--- config.mk ---
export PLATFORM = sky130hd
export DESIGN_NAME = axi_rd_burst_ctrl
export DESIGN_NICKNAME = d
export VERILOG_FILES = /design/src/rtl/axi_rd_burst_ctrl.sv
export SDC_FILE = /design/constraint.sdc
export NUM_CORES = 1
export LEC_CHECK = 0
export ABC_AREA = 1
export CORE_ASPECT_RATIO = 1.5
export CORE_UTILIZATION = 50
export DETAILED_ROUTE_END_ITERATION = 10
export HOLD_SLACK_MARGIN = 0.05
export PLACE_DENSITY = 0.73
export SETUP_SLACK_MARGIN = 0.3
export SYNTH_ARGS = -nofsm -noshare
export SYNTH_HDL_FRONTEND = slang
export SYNTH_SLANG_ARGS = --single-unit
--- constraint.sdc ---
create_clock -name i_clk -period 7 [get_ports i_clk]
set_input_delay 1.4 -clock i_clk [delete_from_list [all_inputs] [get_ports i_clk]]
set_output_delay 1.4 -clock i_clk [all_outputs]
set_load 0.02 [all_outputs]
--- src/rtl/axi_rd_burst_ctrl.sv ---
// axi_rd_burst_ctrl
// Splits one linear read command (start address, beat count) into aligned AXI4 INCR
// bursts. A burst never exceeds MAX_BURST_LEN beats and never crosses a 4 KB page. At
// most MAX_OUTSTANDING bursts are in flight at once. Read data passes combinationally
// to a stream output whose last flag marks the final beat of the command. A one-cycle
// status pulse then reports whether any beat returned a non-OKAY response.
//
// Ports:
//   i_clk, i_rst             clock, asynchronous active-high reset
//   i_cmd_*/o_cmd_ready      command: start byte address, beat count, handshake
//   o_m_axi_ar*/i_..arready  AXI4 read address channel
//   i_m_axi_r*/o_m_axi_rready AXI4 read data channel
//   o_out_t*/i_out_tready    read data stream output
//   o_status_valid/_error    completion pulse and sticky response error
//   o_busy                   high from command accept through the status cycle
module axi_rd_burst_ctrl #(
  parameter int unsigned DATA_WIDTH      = 32,
  parameter int unsigned ADDR_WIDTH      = 32,
  parameter int unsigned STRB_WIDTH      = DATA_WIDTH / 8,
  parameter int unsigned LEN_WIDTH       = 20,
  parameter int unsigned MAX_BURST_LEN   = 256,
  parameter int unsigned MAX_OUTSTANDING = 4
) (
  input  logic                  i_clk,
  input  logic                  i_rst,
  input  logic [ADDR_WIDTH-1:0] i_cmd_addr,
  input  logic [LEN_WIDTH-1:0]  i_cmd_len,
  input  logic                  i_cmd_valid,
  output logic                  o_cmd_ready,
  output logic [ADDR_WIDTH-1:0] o_m_axi_araddr,
  output logic [7:0]            o_m_axi_arlen,
  output logic [2:0]            o_m_axi_arsize,
  output logic [1:0]            o_m_axi_arburst,
  output logic                  o_m_axi_arlock,
  output logic [3:0]            o_m_axi_arcache,
  output logic [2:0]            o_m_axi_arprot,
  output logic [3:0]            o_m_axi_arqos,
  output logic [3:0]            o_m_axi_arregion,
  output logic                  o_m_axi_arvalid,
  input  logic                  i_m_axi_arready,
  input  logic [DATA_WIDTH-1:0] i_m_axi_rdata,
  input  logic [1:0]            i_m_axi_rresp,
  input  logic                  i_m_axi_rlast,
  input  logic                  i_m_axi_rvalid,
  output logic                  o_m_axi_rready,
  output logic [DATA_WIDTH-1:0] o_out_tdata,
  output logic                  o_out_tvalid,
  output logic                  o_out_tlast,
  input  logic                  i_out_tready,
  output logic                  o_status_valid,
  output logic                  o_status_error,
  output logic                  o_busy
);

  localparam int unsigned ADDR_LSB = $clog2(STRB_WIDTH);
  localparam int unsigned OUT_W    = $clog2(MAX_OUTSTANDING + 1);

  typedef enum logic [1:0] {StIdle, StIssue, StWait, StDone} state_e;

  state_e                r_state;
  state_e                w_state_next;

  logic [ADDR_WIDTH-1:0] r_addr;
  logic [LEN_WIDTH-1:0]  r_remaining;
  logic [LEN_WIDTH-1:0]  r_len;
  logic [LEN_WIDTH-1:0]  r_rx_cnt;
  logic [OUT_W-1:0]      r_outstanding;
  logic                  r_err;
  logic                  r_arvalid;
  logic [ADDR_WIDTH-1:0] r_araddr;
  logic [7:0]            r_arlen;
  logic [31:0]           r_beats;

  logic                  w_cmd_hs;
  logic                  w_ar_hs;
  logic                  w_r_hs;
  logic                  w_rlast_hs;
  logic                  w_r_active;
  logic [11:0]           w_page_off;
  logic [LEN_WIDTH-1:0]  w_calc_rem;
  logic [12:0]           w_page_beats;
  logic [31:0]           w_cap;
  logic [31:0]           w_beats;
  logic [OUT_W-1:0]      w_outstanding_next;
  logic [LEN_WIDTH-1:0]  w_rx_next;

  assign w_cmd_hs   = i_cmd_valid & o_cmd_ready;
  assign w_ar_hs    = r_arvalid & i_m_axi_arready;
  assign w_r_hs     = w_r_active & i_m_axi_rvalid & i_out_tready;
  assign w_rlast_hs = w_r_hs & i_m_axi_rlast;

  // Burst length. In IDLE it is computed from the incoming command so the first AR
  // can be presented in the cycle right after the command handshake.
  always_comb begin
    w_page_off   = (r_state == StIdle) ? i_cmd_addr[11:0] : r_addr[11:0];
    w_calc_rem   = (r_state == StIdle) ? i_cmd_len : r_remaining;
    w_page_beats = (13'h1000 - {1'b0, w_page_off}) >> ADDR_LSB;
    w_cap        = (32'(w_page_beats) < MAX_BURST_LEN) ? 32'(w_page_beats) : MAX_BURST_LEN;
    w_beats      = (32'(w_calc_rem) < w_cap) ? 32'(w_calc_rem) : w_cap;
  end

  // Same-cycle AR issue and burst completion cancel out.
  always_comb begin
    w_outstanding_next = r_outstanding;
    if (w_ar_hs && !w_rlast_hs) begin
      w_outstanding_next = r_outstanding + OUT_W'(1);
    end else if (!w_ar_hs && w_rlast_hs) begin
      w_outstanding_next = r_outstanding - OUT_W'(1);
    end
    w_rx_next = r_rx_cnt + (w_r_hs ? LEN_WIDTH'(1) : '0);
  end

  // FSM state register
  always_ff @(posedge i_clk or posedge i_rst) begin
    if (i_rst) begin
      r_state <= StIdle;
    end else begin
      r_state <= w_state_next;
    end
  end

  // FSM next state. WAIT looks at next-cycle counts so status follows the last beat
  // by exactly one cycle.
  always_comb begin
    w_state_next = r_state;
    unique case (r_state)
      StIdle:  if (w_cmd_hs) w_state_next = StIssue;
      StIssue: if (w_ar_hs && (r_remaining == LEN_WIDTH'(r_beats))) w_state_next = StWait;
      StWait:  if ((w_outstanding_next == '0) && (w_rx_next == r_len)) w_state_next = StDone;
      StDone:  w_state_next = StIdle;
      default: w_state_next = StIdle;
    endcase
  end

  // FSM outputs
  always_comb begin
    o_cmd_ready    = (r_state == StIdle) & ~i_rst;
    w_r_active     = (r_state == StIssue) | (r_state == StWait);
    o_status_valid = (r_state == StDone);
    o_status_error = (r_state == StDone) & r_err;
    o_busy         = (r_state != StIdle);
  end

  // Datapath: AR channel registers, address/remaining bookkeeping, beat counter, error.
  always_ff @(posedge i_clk or posedge i_rst) begin
    if (i_rst) begin
      r_addr        <= '0;
      r_remaining   <= '0;
      r_len         <= '0;
      r_rx_cnt      <= '0;
      r_outstanding <= '0;
      r_err         <= 1'b0;
      r_arvalid     <= 1'b0;
      r_araddr      <= '0;
      r_arlen       <= '0;
      r_beats       <= '0;
    end else begin
      r_outstanding <= w_outstanding_next;
      r_rx_cnt      <= w_rx_next;
      if (w_r_hs) begin
        r_err <= r_err | (i_m_axi_rresp != 2'b00);
      end
      if (w_cmd_hs) begin
        r_addr      <= i_cmd_addr;
        r_remaining <= i_cmd_len;
        r_len       <= i_cmd_len;
        r_rx_cnt    <= '0;
        r_err       <= 1'b0;
        r_arvalid   <= 1'b1;
        r_araddr    <= i_cmd_addr;
        r_arlen     <= 8'(w_beats - 32'd1);
        r_beats     <= w_beats;
      end else if (r_state == StIssue) begin
        if (w_ar_hs) begin
          // Drop arvalid for one cycle so the next length sees the updated address.
          r_arvalid   <= 1'b0;
          r_addr      <= r_addr + ADDR_WIDTH'(r_beats << ADDR_LSB);
          r_remaining <= r_remaining - LEN_WIDTH'(r_beats);
        end else if (!r_arvalid && (r_remaining != '0) &&
                     (r_outstanding < OUT_W'(MAX_OUTSTANDING))) begin
          r_arvalid <= 1'b1;
          r_araddr  <= r_addr;
          r_arlen   <= 8'(w_beats - 32'd1);
          r_beats   <= w_beats;
        end
      end
    end
  end

  assign o_m_axi_arvalid  = r_arvalid;
  assign o_m_axi_araddr   = r_araddr;
  assign o_m_axi_arlen    = r_arlen;
  assign o_m_axi_arsize   = 3'(ADDR_LSB);
  assign o_m_axi_arburst  = 2'b01;
  assign o_m_axi_arlock   = 1'b0;
  assign o_m_axi_arcache  = 4'b0011;
  assign o_m_axi_arprot   = 3'b000;
  assign o_m_axi_arqos    = 4'b0000;
  assign o_m_axi_arregion = 4'b0000;

  // R path is a pure pass-through while a command is active.
  assign o_m_axi_rready = w_r_active & i_out_tready;
  assign o_out_tdata    = i_m_axi_rdata;
  assign o_out_tvalid   = w_r_active & i_m_axi_rvalid;
  assign o_out_tlast    = w_r_active & i_m_axi_rvalid & (r_rx_cnt == r_len - LEN_WIDTH'(1));

endmodule

==> results of run 1 <==
==> worst max-delay path by stage <==
stage | from | end | slack [ns]
global placement | i_m_axi_rvalid | o_out_tlast | 1.64
CTS | i_m_axi_rvalid | o_out_tlast | 1.62
global route | i_m_axi_rvalid | o_out_tlast | 1.54
floorplan | i_rst | o_m_axi_araddr[0] | 1.31
detailed placement | i_m_axi_rvalid | o_out_tlast | 1.62
finish | i_m_axi_rvalid | o_out_tlast | 1.68
==> logic make-up after synthesis <==
family | share of synthesized area (%)
XOR/XNOR | 4.423
AND/OR/NAND/NOR | 26.81
flip-flops | 35.25
multiplexers | 0.2771
adder cells (fa/ha/maj) | 6.894
other | 0.06653
AO/OA/AOI/OAI | 15.01
buffers and inverters | 11.27
==> cell usage in the layout, fill, tap and decap left out, types with 20 or more instances in the layout <==
| cell | count |
|---|---|
| a21oi_1 | 89 |
| a31oi_1 | 36 |
| clkdlybuf4s50_1 | 108 |
| conb_1 | 22 |
| dfrtp_1 | 159 |
| ha_1 | 59 |
| inv_1 | 170 |
| nand2_1 | 359 |
| nand3_1 | 85 |
| nand4_1 | 22 |
| nor2_1 | 146 |
| nor3_1 | 20 |
| o21ai_0 | 93 |
| o311ai_0 | 23 |
| or2_2 | 23 |
| xor2_1 | 46 |
==> cell type report <==
cell class	instances	area, sq um	share of cell area (%)
Clock buffer	24	481.7	3.754
Clock inverter	8	81.33	0.6338
Inverter	177	670.6	5.227
Multi-Input combinational cell	1133	6125	47.73
Sequential cell	159	3979	31.01
Tap cell	276	345.3	2.691
Timing Repair Buffer	117	1149	8.952
==> metrics by stage <==
step | hold slack, ns | instances | power [mW] | setup slack, ns
3_5_place_dp | 0.4722 | 1862 | 5.126 | 1.624
3_3_place_gp | 0.4660 | 1862 | 5.044 | 1.640
6_report | 0.4854 | 1894 | 6.067 | 1.685
4_1_cts | 0.4873 | 1894 | 6.060 | 1.624
5_1_grt | 0.5051 | 1894 | 6.615 | 1.536
2_1_floorplan | 0.4681 | 1567 | 4.143 | 1.308
==> cells in the mapped netlist (4+ instances only) <==
master / n
nand2_1: 361
inv_1: 171
dfrtp_1: 159
nor2_1: 147
o21ai_0: 93
a21oi_1: 89
nand3_1: 85
ha_1: 59
buf_4: 53
xor2_1: 46
a31oi_1: 36
clkbuf_1: 32
o311ai_0: 23
or2_2: 23
nand4_1: 22
nor3_1: 20
nand2_2: 12
nor4_1: 11
xnor2_1: 11
o211ai_1: 10
o21ai_1: 7
buf_1: 5
buf_6: 5
inv_2: 5
nor2_2: 5
a211oi_1: 4
o22ai_1: 4
==> where the power goes <==
part	total [mW]	internal, mW	switching (mW)
logic	3.53	1.33	2.20
registers	1.63	1.29	0.343
clock network	0.907	0.519	0.389
==> registers in the layout, summed over array words and instances (netlist names) <==
| signal | cells |
|---|---|
| o_m_axi_araddr | 32 |
| o_m_axi_arlen | 8 |
| o_m_axi_arvalid | 1 |
| r_addr | 32 |
| r_beats | 20 |
| r_err | 1 |
| r_len | 20 |
| r_outstanding | 3 |
| r_remaining | 20 |
| r_rx_cnt | 20 |
| r_state | 2 |
==> worst register-to-register path: cells and delay by family, from the launching register on <==
family	cells	cell delay, ns
simple gates	15	1.81
fa+ha+maj	3	0.76
compound gates	4	0.73
buf+inv	5	0.72
flops	1	0.41
==> metal layers <==
layer	GRT usage, %	wire [microns]	vias to the layer above
li1	-	-	5187
met1	31.79	12710	4926
met2	48.97	15820	293
met3	3.967	1318	105
met4	17.25	1644	0
met5	0	0	-
==> results.sh, run 1 <==
export IMPL_status="finished, final reports clean"
export IMPL_grt_pass1_vias=10318
export IMPL_insertion_delay_ns=0.44
export IMPL_coreArea_sq_um=22220
export IMPL_path_class="in2out"
export IMPL_crit_buf_inv=2
export IMPL_arrival_ns=3.92
export IMPL_root_buffer="clkbuf_16"
export IMPL_nFillCells=2068
export IMPL_htree_levels=4
export IMPL_critPathCaptureType="output port"
export IMPL_fin_nets=1759
export IMPL_dieArea_sq_um=23190
export IMPL_synth_largest_area_cell="dfrtp_1"
export IMPL_post_cts_resized=0
export IMPL_setup_violations=0
export IMPL_regToRegStartpoint="r_state[0]"
export IMPL_cts_setup_buffers=0
export IMPL_synth_area_leaders="dfrtp_1 (35%), nand2_1 (12%), ha_1 (6.5%)"
export IMPL_postRouteAntennaNets=0
export IMPL_numCtsBuffers=17
export IMPL_rsz0062_at_grt="false"
export IMPL_synthDistinctLibCells=56
export IMPL_drt_total_wl_microns=31500
export IMPL_grt_usage_pct=27.79
export IMPL_yosys_area_top_type_share_pct=35.25
export IMPL_gp_congestion=0.9521
export IMPL_netlist_instances=1547
export IMPL_grt_max_degree=77
export IMPL_relSlewSlack_pct=38.13
export IMPL_r2r_end="o_m_axi_arlen[6]"
export IMPL_syn_area_per_cell_sq_um=7.297
export IMPL_die_h_microns=186.0
export IMPL_numPortBuffers=108
export IMPL_start_kind="primary input"
export IMPL_finalCritPeriodShare_pct=75.93
export IMPL_antenna_cells=0
export IMPL_fin_util_pct=57.76
export IMPL_viasPerCell=5.550
export IMPL_min_to="o_m_axi_araddr[19]"
export IMPL_slowest_stage="clkdlybuf4s50_1"
export IMPL_clkSinkCount=159
export IMPL_die_w_microns=124.7
export IMPL_power_density_nw_per_um2=472.8
export IMPL_leakagePower_nw=6.144
export IMPL_cp_num_cells=10
export IMPL_maxCapViolations=0
export IMPL_tightest_slew_ns=0.9280
export IMPL_hold_viol_final=0
export IMPL_min_from="o_m_axi_araddr[19]"
export IMPL_r2r_slack_ns=2.49
export IMPL_clkTransAtPathRegs_ns=0.06
export IMPL_post_drt_wl_per_cell_microns=16.63
export IMPL_final_layout_size_suffix_gt1_share_pct=6.057
export IMPL_grt_pass1_wl_microns=50680
export IMPL_drc_errors=0
export IMPL_cts_tree="done"
export IMPL_max_stage_delay_ns=0.61
export IMPL_tns_ns=0
export IMPL_path_delay_family="buffers and inverters"
export IMPL_worstHoldPathType="reg2reg"
export IMPL_worstPathRequired_ns=5.60
export IMPL_hold_buffers=0
export IMPL_fin_skew_ns=0.008854
export IMPL_synth_edf_count=0
export IMPL_critPathMaxFanout=3
export IMPL_crit_chain="clkdlybuf4s50_1 -> nand2_1 -> a21oi_1 -> o221ai_1 -> a21oi_1 -> o211ai_1 -> a2111oi_0 -> nand4_1 -> nor2_1 -> clkdlybuf4s50_1"
export IMPL_vias=10511
export IMPL_yosys_warnings=0
export IMPL_synth_ff_type="dfrtp_1"
export IMPL_dp_hpwl_microns=23680
export IMPL_grt_ovfl_total=0
export IMPL_hold_path_cell_count=2
export IMPL_synth_seq_area_share_pct=35.25
export IMPL_post_dp_cell_area_sq_um=12270
export IMPL_rr_worst_depth=27
export IMPL_irDropWorstVdd_mv=0.2355
export IMPL_drt_first_iter_violations=480
export IMPL_finalCriticalPeriod_ns=5.315
export IMPL_initial_utilization_pct=50.81
export IMPL_synth_seq_cells=159
export IMPL_rows=67
export IMPL_dr_pass1_iters=5
export IMPL_io_pin_count=194
export IMPL_drv_slew=0
export IMPL_antenna_found_initial=0
export IMPL_synth_cell_area_sq_um=11290
export IMPL_clock_fmax_mhz=188.1
export IMPL_async_flop_share_pct=100.0
export IMPL_clock_path_buffers=2
export IMPL_synthToLayoutAreaGrowth_pct=13.67
export IMPL_final_cell_area_sq_um=12830
Power figures use the tool's default switching activity.
==> inputs of run 2 (changes only) <==
--- a/config.mk
+++ b/config.mk
@@ -7,10 +7,10 @@
 export LEC_CHECK = 0
 export ABC_AREA = 1
 export CORE_ASPECT_RATIO = 1.5
-export CORE_UTILIZATION = 50
+export CORE_UTILIZATION = 49
 export DETAILED_ROUTE_END_ITERATION = 10
 export HOLD_SLACK_MARGIN = 0.05
-export PLACE_DENSITY = 0.73
+export PLACE_DENSITY = 0.75
 export SETUP_SLACK_MARGIN = 0.3
 export SYNTH_ARGS = -nofsm -noshare
 export SYNTH_HDL_FRONTEND = slang
==> constraint.sdc (replaced) <==
create_clock -name i_clk -period 4.4 [get_ports i_clk]
set_input_delay 0.88 -clock i_clk [delete_from_list [all_inputs] [get_ports i_clk]]
set_output_delay 0.88 -clock i_clk [all_outputs]
set_load 0.02 [all_outputs]
==> run 2 against run 1 <==
Compared with the run above: total power is 64% higher; combinational power is 64% higher; first-iteration DRC count is 12% higher; flip-flop and latch count stayed put; sequential share of layout area is 0.69 points lower; design area is 2.3% higher; wire length is 1.5% higher; critical path depth is 1 higher; largest cell class unchanged; largest power group unchanged.
==> results.sh, run 2 (synthesis gave the netlist of run 1 again) <==
export IMPL_drt_total_wl_microns=31980
export IMPL_nFillCells=2090
export IMPL_cpMostUsedCell="a21oi_1"
export IMPL_finalCritPeriodShare_pct=89.74
export IMPL_clkSinkCount=159
export IMPL_dp_worst_setup_slack_ns=-0.06752
export IMPL_numPortBuffers=108
export IMPL_drc_errors=0
export IMPL_grt_pass1_vias=10403
export IMPL_cp_num_cells=11
export IMPL_insertion_delay_ns=0.45
export IMPL_tns_ns=0
export IMPL_maxCapViolations=0
export IMPL_initial_utilization_pct=50.25
export IMPL_r2r_end="o_m_axi_arlen[6]"
export IMPL_slowest_stage="clkdlybuf4s50_1"
export IMPL_p_int_mw=5.129
export IMPL_arrival_ns=3.07
export IMPL_power_density_nw_per_um2=757.1
export IMPL_leakagePower_nw=6.300
export IMPL_die_w_microns=125.9
export IMPL_regToRegStartpoint="r_state[1]"
export IMPL_dr_pass1_iters=7
export IMPL_holdWs_ns=0.4853
export IMPL_multi_input_area_sq_um=6195
export IMPL_gp_congestion=0.9677
export IMPL_drv_slew=0
export IMPL_clock_path_buffers=2
export IMPL_root_buffer="clkbuf_16"
export IMPL_clock_fmax_mhz=253.3
export IMPL_grt_usage_pct=27.48
export IMPL_dp_hpwl_microns=24220
export IMPL_clkPwrFrac_pct=15.5
export IMPL_dieArea_sq_um=23660
export IMPL_grt_ovfl_total=0
export IMPL_vias=10606
export IMPL_fin_util_pct=58.42
export IMPL_critPathMaxFanout=3
export IMPL_seqCellArea_sq_um=3979
export IMPL_critPathCapture="o_out_tlast"
export IMPL_start_kind="primary input"
export IMPL_grt_pass1_wl_microns=50920
export IMPL_die_h_microns=187.9
export IMPL_rr_worst_depth=27
export IMPL_cts_tree="done"
export IMPL_post_drt_wl_per_cell_microns=16.68
export IMPL_power_frac_comb_pct=58.4
export IMPL_relSlewSlack_pct=31.15
export IMPL_tightest_slew_ns=1.023
export IMPL_status="finished, final reports clean"
export IMPL_irDropWorstVdd_mv=0.4054
export IMPL_path_delay_family="compound AO/OA/AOI/OAI gates"
export IMPL_coreArea_sq_um=22470
export IMPL_swShare_pct=48.39
export IMPL_numCtsBuffers=17
export IMPL_fin_nets=1782
export IMPL_worstHoldPathType="reg2reg"
export IMPL_antenna_found_initial=0
export IMPL_worstPathRequired_ns=3.52
export IMPL_layout_common_cells="nand2_1 (358), inv_1 (168), dfrtp_1 (159)"
export IMPL_fin_skew_ns=0.01466
export IMPL_io_pin_count=194
export IMPL_antenna_cells=0
export IMPL_path_class="in2out"
export IMPL_postRouteAntennaNets=0
export IMPL_hold_viol_final=0
export IMPL_seqPwrFrac_pct=26.2
export IMPL_switching_power_mw=4.809
export IMPL_r2r_slack_ns=0.57
export IMPL_viasPerCell=5.533
export IMPL_crit_start="i_m_axi_rvalid"
export IMPL_htree_levels=4
export IMPL_rows=67
export IMPL_max_stage_delay_ns=0.46
export IMPL_setup_violations=0
export IMPL_final_layout_size_suffix_gt1_share_pct=8.592
export IMPL_fin_ws_ns=0.4514
export IMPL_critPathCaptureType="output port"
export IMPL_rsz0062_at_grt="true"
export IMPL_clkTransAtPathRegs_ns=0.07
export IMPL_finalCriticalPeriod_ns=3.949
export IMPL_synthToLayoutAreaGrowth_pct=16.27
export IMPL_drt_first_iter_violations=537
export IMPL_crit_chain="clkdlybuf4s50_1 -> nand2_1 -> a21oi_1 -> o221ai_1 -> a21oi_1 -> o211ai_1 -> a2111oi_1 -> buf_4 -> nand4_1 -> nor2_1 -> clkbuf_2"
export IMPL_layout_commonest_cell="nand2_1"
export IMPL_crit_buf_inv=3
export IMPL_grt_max_degree=98
## run 2: metal layers
metal,global-route usage (%),part of all wire (%)
met1,30.31,39
met2,50.66,53
met3,4.194,4.1
met4,13.67,4.2
met5,0,0
## run 2: what timing repair did
item	CTS	global route
endpoints found under the setup margin	2	10
hold buffers	0	0
pin swaps	0	5
buffers inserted	0	1
gates cloned	0	0
hold endpoints to repair	0	0
resized for setup	5	21
## run 2: layout make-up
class                           count  area share (%)
Multi-Input combinational cell   1133           47.20
Timing Repair Buffer              140           10.15
Clock inverter                     15           1.354
Tap cell                          276           2.631
Sequential cell                   159           30.31
Clock buffer                       17           3.241
Inverter                          177           5.110
## run 2: how the worst min path moves through the flow
stage                       start                 end  slack (ns)  cells past startpoint
2_1_floorplan           r_len[19]           r_len[19]        0.47                      2
3_3_place_gp    o_m_axi_araddr[1]   o_m_axi_araddr[1]        0.47                      2
3_5_place_dp    o_m_axi_araddr[0]   o_m_axi_araddr[0]        0.47                      2
4_1_cts         o_m_axi_araddr[0]   o_m_axi_araddr[0]        0.49                      2
5_1_grt         o_m_axi_araddr[0]   o_m_axi_araddr[0]        0.51                      2
6_report       o_m_axi_araddr[18]  o_m_axi_araddr[18]        0.49                      2
## run 2: tightest hold or removal path, stage by stage, from the launching register on
cell and delay (ns):
dfrtp_1 0.35, nand2_1 0.05, nand3_1 0.05
## run 2: power by group through the flow
stage,combinational [mW],sequential [mW],clock (mW)
final,5.80,2.60,1.54
after global routing,6.51,2.67,1.61
after CTS,5.69,2.59,1.56
after detailed placement,5.64,2.60,0
after global placement,5.52,2.59,0
after floorplan,3.92,2.67,0
## run 2: stage by stage
step	total power [mW]	instances	instance area, sq um
after floorplan	6.592	1567	11370
after global placement	8.110	1884	12440
after detailed placement	8.241	1884	12440
after CTS	9.834	1916	13060
after global routing	10.79	1917	13130
final	9.938	1917	13130
==> inputs of run 3 (changes only) <==
--- a/config.mk
+++ b/config.mk
@@ -6,7 +6,7 @@
 export NUM_CORES = 1
 export LEC_CHECK = 0
 export ABC_AREA = 1
-export CORE_ASPECT_RATIO = 1.5
+export CORE_ASPECT_RATIO = 1.25
 export CORE_UTILIZATION = 49
 export DETAILED_ROUTE_END_ITERATION = 10
 export HOLD_SLACK_MARGIN = 0.05
==> run 3 against run 2 <==
Compared with the run above: combinational power about the same; worst hold slack worse by 0.0051 ns; final cell count unchanged; largest cell class unchanged; register-to-register slack worse by 0.08 ns; flip-flop and latch count unchanged; global-route usage up 0.33 points; total power down 1.2%; first-iteration DRC count up 7.1%; count of clock-buffer cells in the layout up 5; sequential share of layout area up 0.15 points; fmax down 0.28%.
==> results.sh, run 3 (synthesis gave the netlist of run 1 again) <==
export IMPL_cp_num_cells=24
export IMPL_clkSinkCount=159
export IMPL_tightest_slew_ns=0.7901
export IMPL_irDropWorstVdd_mv=0.3712
export IMPL_initial_utilization_pct=50.31
export IMPL_finalCriticalPeriod_ns=3.960
export IMPL_post_drt_wl_per_cell_microns=16.53
export IMPL_viasPerCell=5.568
export IMPL_status="finished, final reports clean"
export IMPL_start_kind="primary input"
export IMPL_regToRegStartpoint="r_state[0]"
export IMPL_relSlewSlack_pct=47.32
export IMPL_die_w_microns=137.8
export IMPL_critPathCaptureType="flip-flop"
export IMPL_fin_util_pct=58.21
export IMPL_drv_slew=0
export IMPL_dr_pass1_iters=5
export IMPL_layoutNonFillerInstCount=1917
export IMPL_hold_path_cell_count=2
export IMPL_arrival_ns=4.31
export IMPL_insertion_delay_ns=0.43
export IMPL_clock_path_buffers=2
export IMPL_worstPathRequired_ns=4.75
export IMPL_gp_congestion=0.9118
export IMPL_rr_worst_depth=25
export IMPL_power_density_nw_per_um2=751.4
export IMPL_place_inst=1881
export IMPL_hold_buffers=0
export IMPL_cts_tree="done"
export IMPL_grt_max_degree=116
export IMPL_clkTransAtPathRegs_ns=0.06
export IMPL_seqPwrFrac_pct=26.6
export IMPL_path_delay_family="simple AND/OR/NAND/NOR gates"
export IMPL_critPathCapture="o_m_axi_arlen[4]"
export IMPL_grt_ovfl_total=0
export IMPL_drc_errors=0
export IMPL_maxCapViolations=0
export IMPL_layout_common_cells="nand2_1 (357), inv_1 (167), dfrtp_1 (159)"
export IMPL_path_class="in2reg"
export IMPL_rsz0062_at_grt="false"
export IMPL_critPathMaxFanout=4
export IMPL_fin_nets=1776
export IMPL_finalCritPeriodShare_pct=89.99
export IMPL_final_layout_size_suffix_gt1_share_pct=8.323
export IMPL_antenna_found_initial=0
export IMPL_synthToLayoutAreaGrowth_pct=15.72
export IMPL_rows=61
export IMPL_layout_commonest_cell="nand2_1"
export IMPL_slowest_stage="clkdlybuf4s50_1"
export IMPL_crit_start="i_cmd_addr[0]"
export IMPL_drt_first_iter_violations=575
export IMPL_io_pin_count=194
export IMPL_r2r_slack_ns=0.49
export IMPL_worstHoldPathType="reg2reg"
export IMPL_root_buffer="clkbuf_16"
export IMPL_leakagePower_nw=6.240
export IMPL_dp_hpwl_microns=23620
export IMPL_numPortBuffers=108
export IMPL_htree_levels=4
export IMPL_coreArea_sq_um=22440
export IMPL_drt_total_wl_microns=31690
export IMPL_fin_skew_ns=0.009237
export IMPL_crit_chain="clkdlybuf4s50_1 -> inv_1 -> nand3_2 -> nand2_1 -> nand2_2 -> nor2_2 -> inv_2 -> nor2_2 -> inv_1 -> or2_4 -> nor2_2 -> o21ai_2 -> ha_1 -> a21oi_2 -> a21oi_2 -> nor3_4 -> a21boi_2 -> nand2_1 -> nand2_2 -> ha_2 -> nand2_2 -> nor2_4 -> nor2_1 -> a21oi_1"
export IMPL_grt_pass1_vias=10181
export IMPL_power_frac_comb_pct=58.8
export IMPL_numCtsBuffers=17
export IMPL_setup_violations=0
export IMPL_antenna_cells=0
export IMPL_vias=10674
export IMPL_clkPwrFrac_pct=14.6
export IMPL_clock_fmax_mhz=252.6
export IMPL_postRouteAntennaNets=0
export IMPL_p_int_mw=5.061
export IMPL_crit_buf_inv=4
export IMPL_dieArea_sq_um=23650
export IMPL_grt_pass1_wl_microns=50510
export IMPL_swShare_pct=48.44
export IMPL_switching_power_mw=4.754
export IMPL_hold_viol_final=0
export IMPL_r2r_end="o_m_axi_arlen[4]"
export IMPL_grt_usage_pct=27.80
export IMPL_max_stage_delay_ns=0.41
export IMPL_die_h_microns=171.7
run 3: layer usage:
layer  routed length (microns)  global-route usage (%)
met2                     15330                   47.41
met3                      1870                   4.126
met4                      1516                   14.65
met1                     12970                   33.62
met5                         0                       0
run 3: repair_timing:
| action | 4_1_cts | 5_1_grt |
|---|---|---|
| buffers inserted | 0 | 5 |
| gates resized for setup | 4 | 27 |
| pin swaps | 0 | 8 |
| setup endpoints to repair | 3 | 13 |
| endpoints found under the hold margin | 0 | 0 |
run 3: worst min-delay path by stage:
stage | start | endpoint
detailed placement | o_m_axi_araddr[1] | o_m_axi_araddr[1]
finish | o_m_axi_araddr[19] | o_m_axi_araddr[19]
floorplan | r_len[19] | r_len[19]
CTS | o_m_axi_araddr[1] | o_m_axi_araddr[1]
global placement | o_m_axi_araddr[0] | o_m_axi_araddr[0]
global route | o_m_axi_araddr[1] | o_m_axi_araddr[1]
run 3: per-stage QoR:
step | setup TNS, ns | power [mW] | cell area (sq um) | hold slack [ns] | worst slack (ns)
6_report | 0 | 9.815 | 13060 | 0.4802 | 0.4405
5_1_grt | 0 | 10.68 | 13060 | 0.4995 | 0.2129
4_1_cts | 0 | 9.704 | 12950 | 0.4830 | 0.3483
3_5_place_dp | -0.07089 | 8.205 | 12390 | 0.4651 | -0.05079
3_3_place_gp | 0 | 8.091 | 12390 | 0.4674 | 0.1122
2_1_floorplan | 0 | 6.592 | 11370 | 0.4681 | 0.7055
run 3: final cells by class:
cell class	instances	area [sq um]
fill	2148	9376
timing repair buffer	134	1300
tap	283	354.1
inverter	177	671.9
clock inverter	9	85.08
multi-input combinational	1133	6208
sequential	159	3979
clock buffer	22	464.2
run 3: worst min-delay path, cell delays in order, from the launching register on:
cell,delay (ns)
dfrtp_1,0.34
nand2_1,0.05
nand3_1,0.06
run 3: power by group through the flow:
stage                     logic, mW  registers [mW]  clock network, mW
after floorplan                3.92            2.67                  0
after global placement         5.49            2.60                  0
after detailed placement       5.59            2.61                  0
after CTS                      5.66            2.60               1.45
after global routing           6.50            2.69               1.50
final                          5.77            2.61               1.44
